==> src/rtl/logic_cell_pkg.sv <==
// logic_cell_pkg: shared constants and address-map helpers for logic_cell_k.
// Latency: n/a (package only).
// Backpressure: n/a (package only).
//
// Config byte layout, in terms of K and NOUT:
//   [tables: NOUT * 2^K/8 bytes, little-endian per output]
//   [K input selectors][CE selector][SR selector][NOUT mode bytes]
package logic_cell_pkg;

  // Mode byte bit positions
  localparam int MODE_ASYNC = 0;
  localparam int MODE_CE    = 1;
  localparam int MODE_SR    = 2;
  localparam int MODE_SRVAL = 3;
  localparam int MODE_CARRY = 4;

  // LUT0 reset table: passes LUT input 0 through
  localparam logic [7:0] RST_TABLE = 8'hAA;

  function automatic int tbl_bytes(input int k);
    return (1 << k) / 8;
  endfunction

  function automatic int tbl_base(input int k, input int i);
    return i * tbl_bytes(k);
  endfunction

  function automatic int sel_base(input int k, input int nout);
    return nout * tbl_bytes(k);
  endfunction

  function automatic int ce_addr(input int k, input int nout);
    return sel_base(k, nout) + k;
  endfunction

  function automatic int sr_addr(input int k, input int nout);
    return ce_addr(k, nout) + 1;
  endfunction

  function automatic int mode_base(input int k, input int nout);
    return sr_addr(k, nout) + 1;
  endfunction

  function automatic int ncfg(input int k, input int nout);
    return mode_base(k, nout) + nout;
  endfunction

  // Selector byte: bit idx_w is the side (1 = in_y), low idx_w bits the index
  function automatic logic sel_side(input logic [7:0] s, input int idx_w);
    return |((s >> idx_w) & 8'h01);
  endfunction

  function automatic logic [7:0] sel_make(input logic side, input int idx, input int idx_w);
    return 8'(idx) | (8'(side) << idx_w);
  endfunction

endpackage

==> src/rtl/logic_cell_k_mux.sv <==
// cell_input_mux: picks one bit of in_x/in_y according to a selector byte.
// Latency: combinational.
// Backpressure: none.
//
// Ports: sel_i selector byte, x_i/y_i routing buses, bit_o selected bit.
module cell_input_mux
  import logic_cell_pkg::*;
#(
  parameter int IN_W = 8
) (
  input  logic [7:0]      sel_i,
  input  logic [IN_W-1:0] x_i,
  input  logic [IN_W-1:0] y_i,
  output logic            bit_o
);

  localparam int IDX_W = $clog2(IN_W);

  logic [IDX_W-1:0] idx;
  logic             side;

  // Bits above the side bit are stored by the owner but ignored here
  assign idx   = sel_i[IDX_W-1:0];
  assign side  = sel_side(sel_i, IDX_W);
  assign bit_o = side ? y_i[idx] : x_i[idx];

endmodule

==> src/rtl/logic_cell_k.sv <==
// logic_cell_k: K-input, NOUT-output LUT cell with double-buffered byte config.
// Latency: out is combinational (async mode) or 1 clk (flop); cfg_out 1 clk.
// Backpressure: none; config writes and commits are accepted every cycle.
//
// Ports: clk, rst_n (async active-low); in_x/in_y routing buses; out cell
// outputs; cfg_in/cfg_addr/cfg_we shadow write; cfg_commit shadow->active;
// cfg_out registered readback of active[cfg_addr].
// Optional: define LOGIC_CELL_CARRY_EN to add cin/cout and the carry mode bit.
module logic_cell_k
  import logic_cell_pkg::*;
#(
  parameter int INDEX  = 0,
  parameter int K      = 4,
  parameter int NOUT   = 2,
  parameter int IN_W   = 8,
  parameter int ADDR_W = 4
) (
  input  logic              clk,
  input  logic              rst_n,
  input  logic [IN_W-1:0]   in_x,
  input  logic [IN_W-1:0]   in_y,
  output logic [NOUT-1:0]   out,
  input  logic [7:0]        cfg_in,
  input  logic [ADDR_W-1:0] cfg_addr,
  input  logic              cfg_we,
  input  logic              cfg_commit,
  output logic [7:0]        cfg_out
`ifdef LOGIC_CELL_CARRY_EN
  ,
  input  logic              cin,
  output logic              cout
`endif
);

  localparam int IDX_W  = $clog2(IN_W);
  localparam int TB     = tbl_bytes(K);
  localparam int NTBL   = 1 << K;
  localparam int SEL_B  = sel_base(K, NOUT);
  localparam int MODE_B = mode_base(K, NOUT);
  localparam int NCFG   = ncfg(K, NOUT);

  function automatic logic [7:0] rst_byte(input int a);
    if (a < TB) return RST_TABLE;
    if (a >= SEL_B && a < SEL_B + K) return sel_make(1'b0, (INDEX + a - SEL_B) % IN_W, IDX_W);
    return 8'h00;
  endfunction

  logic [7:0] shadow_q [NCFG];
  logic [7:0] shadow_d [NCFG];
  logic [7:0] active_q [NCFG];
  logic [7:0] cfg_out_q, cfg_out_d;

  // Forward this cycle's write into the shadow image so a simultaneous
  // commit picks it up.
  always_comb begin
    for (int a = 0; a < NCFG; a++) begin
      shadow_d[a] = shadow_q[a];
      if (cfg_we && cfg_addr == ADDR_W'(a)) shadow_d[a] = cfg_in;
    end
  end

  always_comb begin
    cfg_out_d = 8'h00;
    for (int a = 0; a < NCFG; a++) begin
      if (cfg_addr == ADDR_W'(a)) cfg_out_d = active_q[a];
    end
  end

  always_ff @(posedge clk or negedge rst_n) begin
    if (!rst_n) begin
      for (int a = 0; a < NCFG; a++) begin
        shadow_q[a] <= rst_byte(a);
        active_q[a] <= rst_byte(a);
      end
      cfg_out_q <= 8'h00;
    end else begin
      for (int a = 0; a < NCFG; a++) begin
        shadow_q[a] <= shadow_d[a];
        if (cfg_commit) active_q[a] <= shadow_d[a];
      end
      cfg_out_q <= cfg_out_d;
    end
  end

  assign cfg_out = cfg_out_q;

  // Selector bytes are contiguous: K LUT inputs, then CE, then SR.
  logic [K+1:0] mux_bit;

  for (genvar g = 0; g < K + 2; g++) begin : g_mux
    cell_input_mux #(.IN_W(IN_W)) u_mux (
      .sel_i (active_q[SEL_B+g]),
      .x_i   (in_x),
      .y_i   (in_y),
      .bit_o (mux_bit[g])
    );
  end

  logic [K-1:0] lut_idx;
  logic         ce_bit;
  logic         sr_bit;

  assign lut_idx = mux_bit[K-1:0];
  assign ce_bit  = mux_bit[K];
  assign sr_bit  = mux_bit[K+1];

  logic [NOUT-1:0][NTBL-1:0] tbl;

  for (genvar gi = 0; gi < NOUT; gi++) begin : g_tbl
    for (genvar gj = 0; gj < TB; gj++) begin : g_byte
      assign tbl[gi][8*gj +: 8] = active_q[tbl_base(K, gi) + gj];
    end
  end

  logic [NOUT-1:0] lut;
  logic [NOUT-1:0] src;

  always_comb begin
    for (int i = 0; i < NOUT; i++) lut[i] = tbl[i][lut_idx];
  end

`ifdef LOGIC_CELL_CARRY_EN
  localparam int GEN_I = (NOUT >= 2) ? 1 : 0;

  logic carry_on;
  assign carry_on = active_q[MODE_B][MODE_CARRY];

  // out0 becomes the sum bit; lut0 is propagate, lut1 is generate
  always_comb begin
    src = lut;
    if (carry_on) src[0] = lut[0] ^ cin;
  end

  assign cout = carry_on & (lut[0] ? cin : lut[GEN_I]);
`else
  assign src = lut;
`endif

  logic [NOUT-1:0] flop_q, flop_d;

  // SR has priority over CE
  always_comb begin
    for (int i = 0; i < NOUT; i++) begin
      if (active_q[MODE_B+i][MODE_SR] && sr_bit)
        flop_d[i] = active_q[MODE_B+i][MODE_SRVAL];
      else if (!active_q[MODE_B+i][MODE_CE] || ce_bit)
        flop_d[i] = src[i];
      else
        flop_d[i] = flop_q[i];
    end
  end

  always_ff @(posedge clk or negedge rst_n) begin
    if (!rst_n) flop_q <= '0;
    else        flop_q <= flop_d;
  end

  always_comb begin
    for (int i = 0; i < NOUT; i++)
      out[i] = active_q[MODE_B+i][MODE_ASYNC] ? src[i] : flop_q[i];
  end

endmodule

==> config.mk <==
export PLATFORM = sky130hd
export DESIGN_NAME = logic_cell_k
export DESIGN_NICKNAME = d
export VERILOG_FILES = /design/src/rtl/logic_cell_pkg.sv /design/src/rtl/logic_cell_k_mux.sv /design/src/rtl/logic_cell_k.sv
export SDC_FILE = /design/constraint.sdc
export NUM_CORES = 1
export LEC_CHECK = 0
export CAP_MARGIN = 30
export CORE_MARGIN = 2
export CORE_UTILIZATION = 65
export DETAILED_ROUTE_END_ITERATION = 7
export GPL_ROUTABILITY_DRIVEN = 0
export GPL_TIMING_DRIVEN = 0
export PLACE_DENSITY = 0.85
export RECOVER_POWER = 100
export SYNTH_ARGS = -nofsm -noshare
export SYNTH_HDL_FRONTEND = slang
export SYNTH_SLANG_ARGS = --single-unit
==> constraint.sdc <==
create_clock -name clk -period 6.8 [get_ports clk]
set_clock_uncertainty 0.15 [all_clocks]
set_input_delay 1.7 -clock clk [delete_from_list [all_inputs] [get_ports clk]]
set_output_delay 1.7 -clock clk [all_outputs]
set_load 0.01 [all_outputs]
==> reports/results.txt <==
Antenna Nets Post-Route - 0
delay-heaviest family, CP - buffers and inverters
ranking of synthesized cells by area - dfrtp_1 47%, mux2_2 23%, mux4_2 11%
GRT Overall Usage - 30.5%
Arr. time, crit path - 4820 ps
number of synthesized flops with an enable pin - 0
Synth Instances - 625
Synth area leader - dfrtp_1
max-slew violation count - 95
final WL - 22100 um
diodes inserted - 0
Pint - 2.72 mW
critical path type - in -> out
clk sinks - 202
residual DRC count - 0
VDD IR-drop max - 0.000250 V
net count after synthesis - 657
Clk network pwr share - 28.5%
Worst R2R Start - active_q[48]
setup TNS - 0 ps
CP Buf/Inv Count - 2
design area - 10700 um2
#FFs+latches synth - 202
synth warn - 0
fin crit share - 98.1%
fmax - 150 MHz
FF-to-FF path depth - 10
violated checks - max-capacitance violations, max-slew violations
Pwr Total - 3.82 mW
Lkg Pwr - 4.55 nW
hold path start - shadow_q[7]
FF-to-FF setup slack - 3780 ps
startpoint types - input port
Reg clk slew, reported paths - 60 ps
CTS Buf Count - 21
drt wl/cell - 25.0 um
Std-Cell Rows - 43
Initial Util - 67.1%
vias per inst - 6.52
RSZ-0062 raised after global routing - false
Yosys top cell area share - 47.5%
Worst EP required - 4950 ps
Psw - 1.10 mW
Slew @ Worst Pin - 4130 ps
fraction of layout cells with a size suffix above 1 - 33.1%
drt pass-1 iters - 5
Crit-path slowest cell - clkdlybuf4s50_1
antenna violations before repair - 0
post-layout min period - 6670 ps
Hold Path Cell Cnt - 1
Placed Area - 10100 um2
combinational cell fraction of total power - 26.1%
status - finished, violations left
top_reg_cell synth - dfrtp_1
Via Count - 5779
Max-cap violations - 1
CTS tree - yes
Final Hold Fails - 0
Post-DP HPWL - 14800 um
number of DRC markers in iteration 0 - 557
pin count of the biggest net entering global routing - 109
first-pass GRT wire length - 34400 um
hold crit path type - reg -> reg
vias in the first global route - 6161
switch share - 28.7%
Die ar. - 15400 um2
register share of total power - 45.3%
synthesized area per cell - 15.0 um2
Post-CTS Hold Fix Bufs - 0
area delta synth->final - 14.2%
crit-path max cell delay - 570 ps
hold endpoint - shadow_q[7]
CP Max Fanout - 6
PwrDens - 356 nW/um2
worst path cell trace - clkdlybuf4s50_1 > mux2_1 > nor3b_1 > nor4_2 > o21ai_2 > mux4_2 > o2bb2ai_1 > nor3_2 > a21oi_1 > clkdlybuf4s50_1
Root Buffer - clkbuf_16
Max clock buf depth - 3
worst slack at placement - -3.85 ps
number of distinct library cells after synthesis - 43
I/O pin count - 42
Die Y - 124 um
Seq/Total Area, Yosys - 54.2%
final setup violating endpoints - 0
Die X - 124 um
Final Util - 76.6%
cell mode on critical path - clkdlybuf4s50_1
Core Area - 14000 um2
worst r2r dst - flop_q[1]
grt total ovfl - 0
Max-slew headroom - -176%
ys async rst share - 100%
nets - 724
# H-tree levels - 1
number of port buffers - 39
post-synth design cell area - 9390 um2
nature of the critical path endpoint - output port
Worst-Skew Late Latency - 490 ps
Final WS setup - 131 ps
[per-layer routing]
metal | vias up | wire length, um | GRT usage [%]
li1 | 2456 | - | -
met3 | 61 | 1580 | 5.22
met2 | 259 | 10700 | 47.8
met5 | - | 0 | 0
met4 | 0 | 711 | 12.3
met1 | 3003 | 9100 | 42.9
[cell usage in the layout (no fill, tap or decap), types with 2 or more instances in the layout]
cell             count
a211oi_1             2
a21oi_1              8
a221o_1              3
a221oi_1             2
a31oi_1              2
buf_1                2
buf_4                4
clkbuf_1            44
clkbuf_16           21
clkbuf_8             3
clkdlybuf4s50_1     28
clkinv_2             2
clkinvlp_4           2
dfrtp_1            178
dfstp_2             24
dlygate4sd3_1       10
inv_1               13
mux2_1              70
mux2_2             123
mux2i_1             18
mux4_1               4
mux4_2              44
nand2_1             19
nand2b_1            14
nand3b_1             2
nor2_1              16
nor2b_1              3
nor3b_1              4
o21a_1               3
o21ai_0              6
o21ai_1              2
o22ai_1              9
[per-stage QoR]
step,cells,hold slack [ps]
after CTS,887,343
final,886,329
after detailed placement,848,328
after global routing,886,351
after global placement,844,324
after floorplan,625,317
[cells by family after synthesis]
logic type,Yosys count,synth area share (%)
multiplexers,259,36.8
flip-flops,202,54.2
AND/OR/NAND/NOR,67,3.69
buffers and inverters,54,2.36
AO/OA/AOI/OAI,43,3.01
[sequential cells by signal, summed over array words and instances (netlist names)]
name	cells
shadow_q	96
flop_q	2
active_q	96
cfg_out	8
[layout make-up]
| class | count | area (um2) |
|---|---|---|
| buffer | 39 | 163 |
| clock buffer | 32 | 597 |
| clock inverter | 5 | 55.1 |
| fill | 828 | 3270 |
| inverter | 14 | 52.6 |
| multi-input combinational | 369 | 4090 |
| sequential | 202 | 5080 |
| tap | 180 | 225 |
| timing repair buffer | 45 | 447 |
[how the worst max path moves through the flow]
| stage | start | endpoint | slack, ps | cells past startpoint |
|---|---|---|---|---|
| after floorplan | in_x[0] | out[1] | 1340 | 8 |
| after global placement | rst_n | active_q[43] | -3730 | 1 |
| after detailed placement | in_x[0] | out[1] | -4 | 10 |
| after CTS | in_x[0] | out[1] | 50 | 10 |
| after global routing | in_x[0] | out[1] | 30 | 10 |
| final | in_x[4] | out[1] | 130 | 10 |
[timing repair]
| action | in CTS | in global routing |
|---|---|---|
| endpoints found under the setup margin | 1 | 2 |
| pin swaps | 1 | 0 |
| setup buffers | 2 | 0 |
| gates resized for setup | 0 | 3 |
[synth_stat cells (all sizes together) (2+ instances only)]
cell type and instances:
o21a 3, dfrtp 178, dfstp 24, a211oi 2
a31oi 2, inv 14, nor3b 4, nand2 20
nand3b 2, mux4 48, mux2i 18, nor2 16
nor2b 3, or2 2, buf 9, mux2 193
o21ai 9, nand2b 14, clkbuf 31, a21oi 8
nor3 2, a221oi 2, o22ai 10, a221o 3
[power by group through the flow]
stage,sequential [mW],combinational (mW),clock [mW]
global placement,1.72,0.933,0
floorplan,1.66,0.733,0
CTS,1.72,1.01,1.10
global route,1.76,1.07,1.16
finish,1.73,0.998,1.09
detailed placement,1.74,0.985,0
No activity file was read; power rests on OpenSTA's default activity.
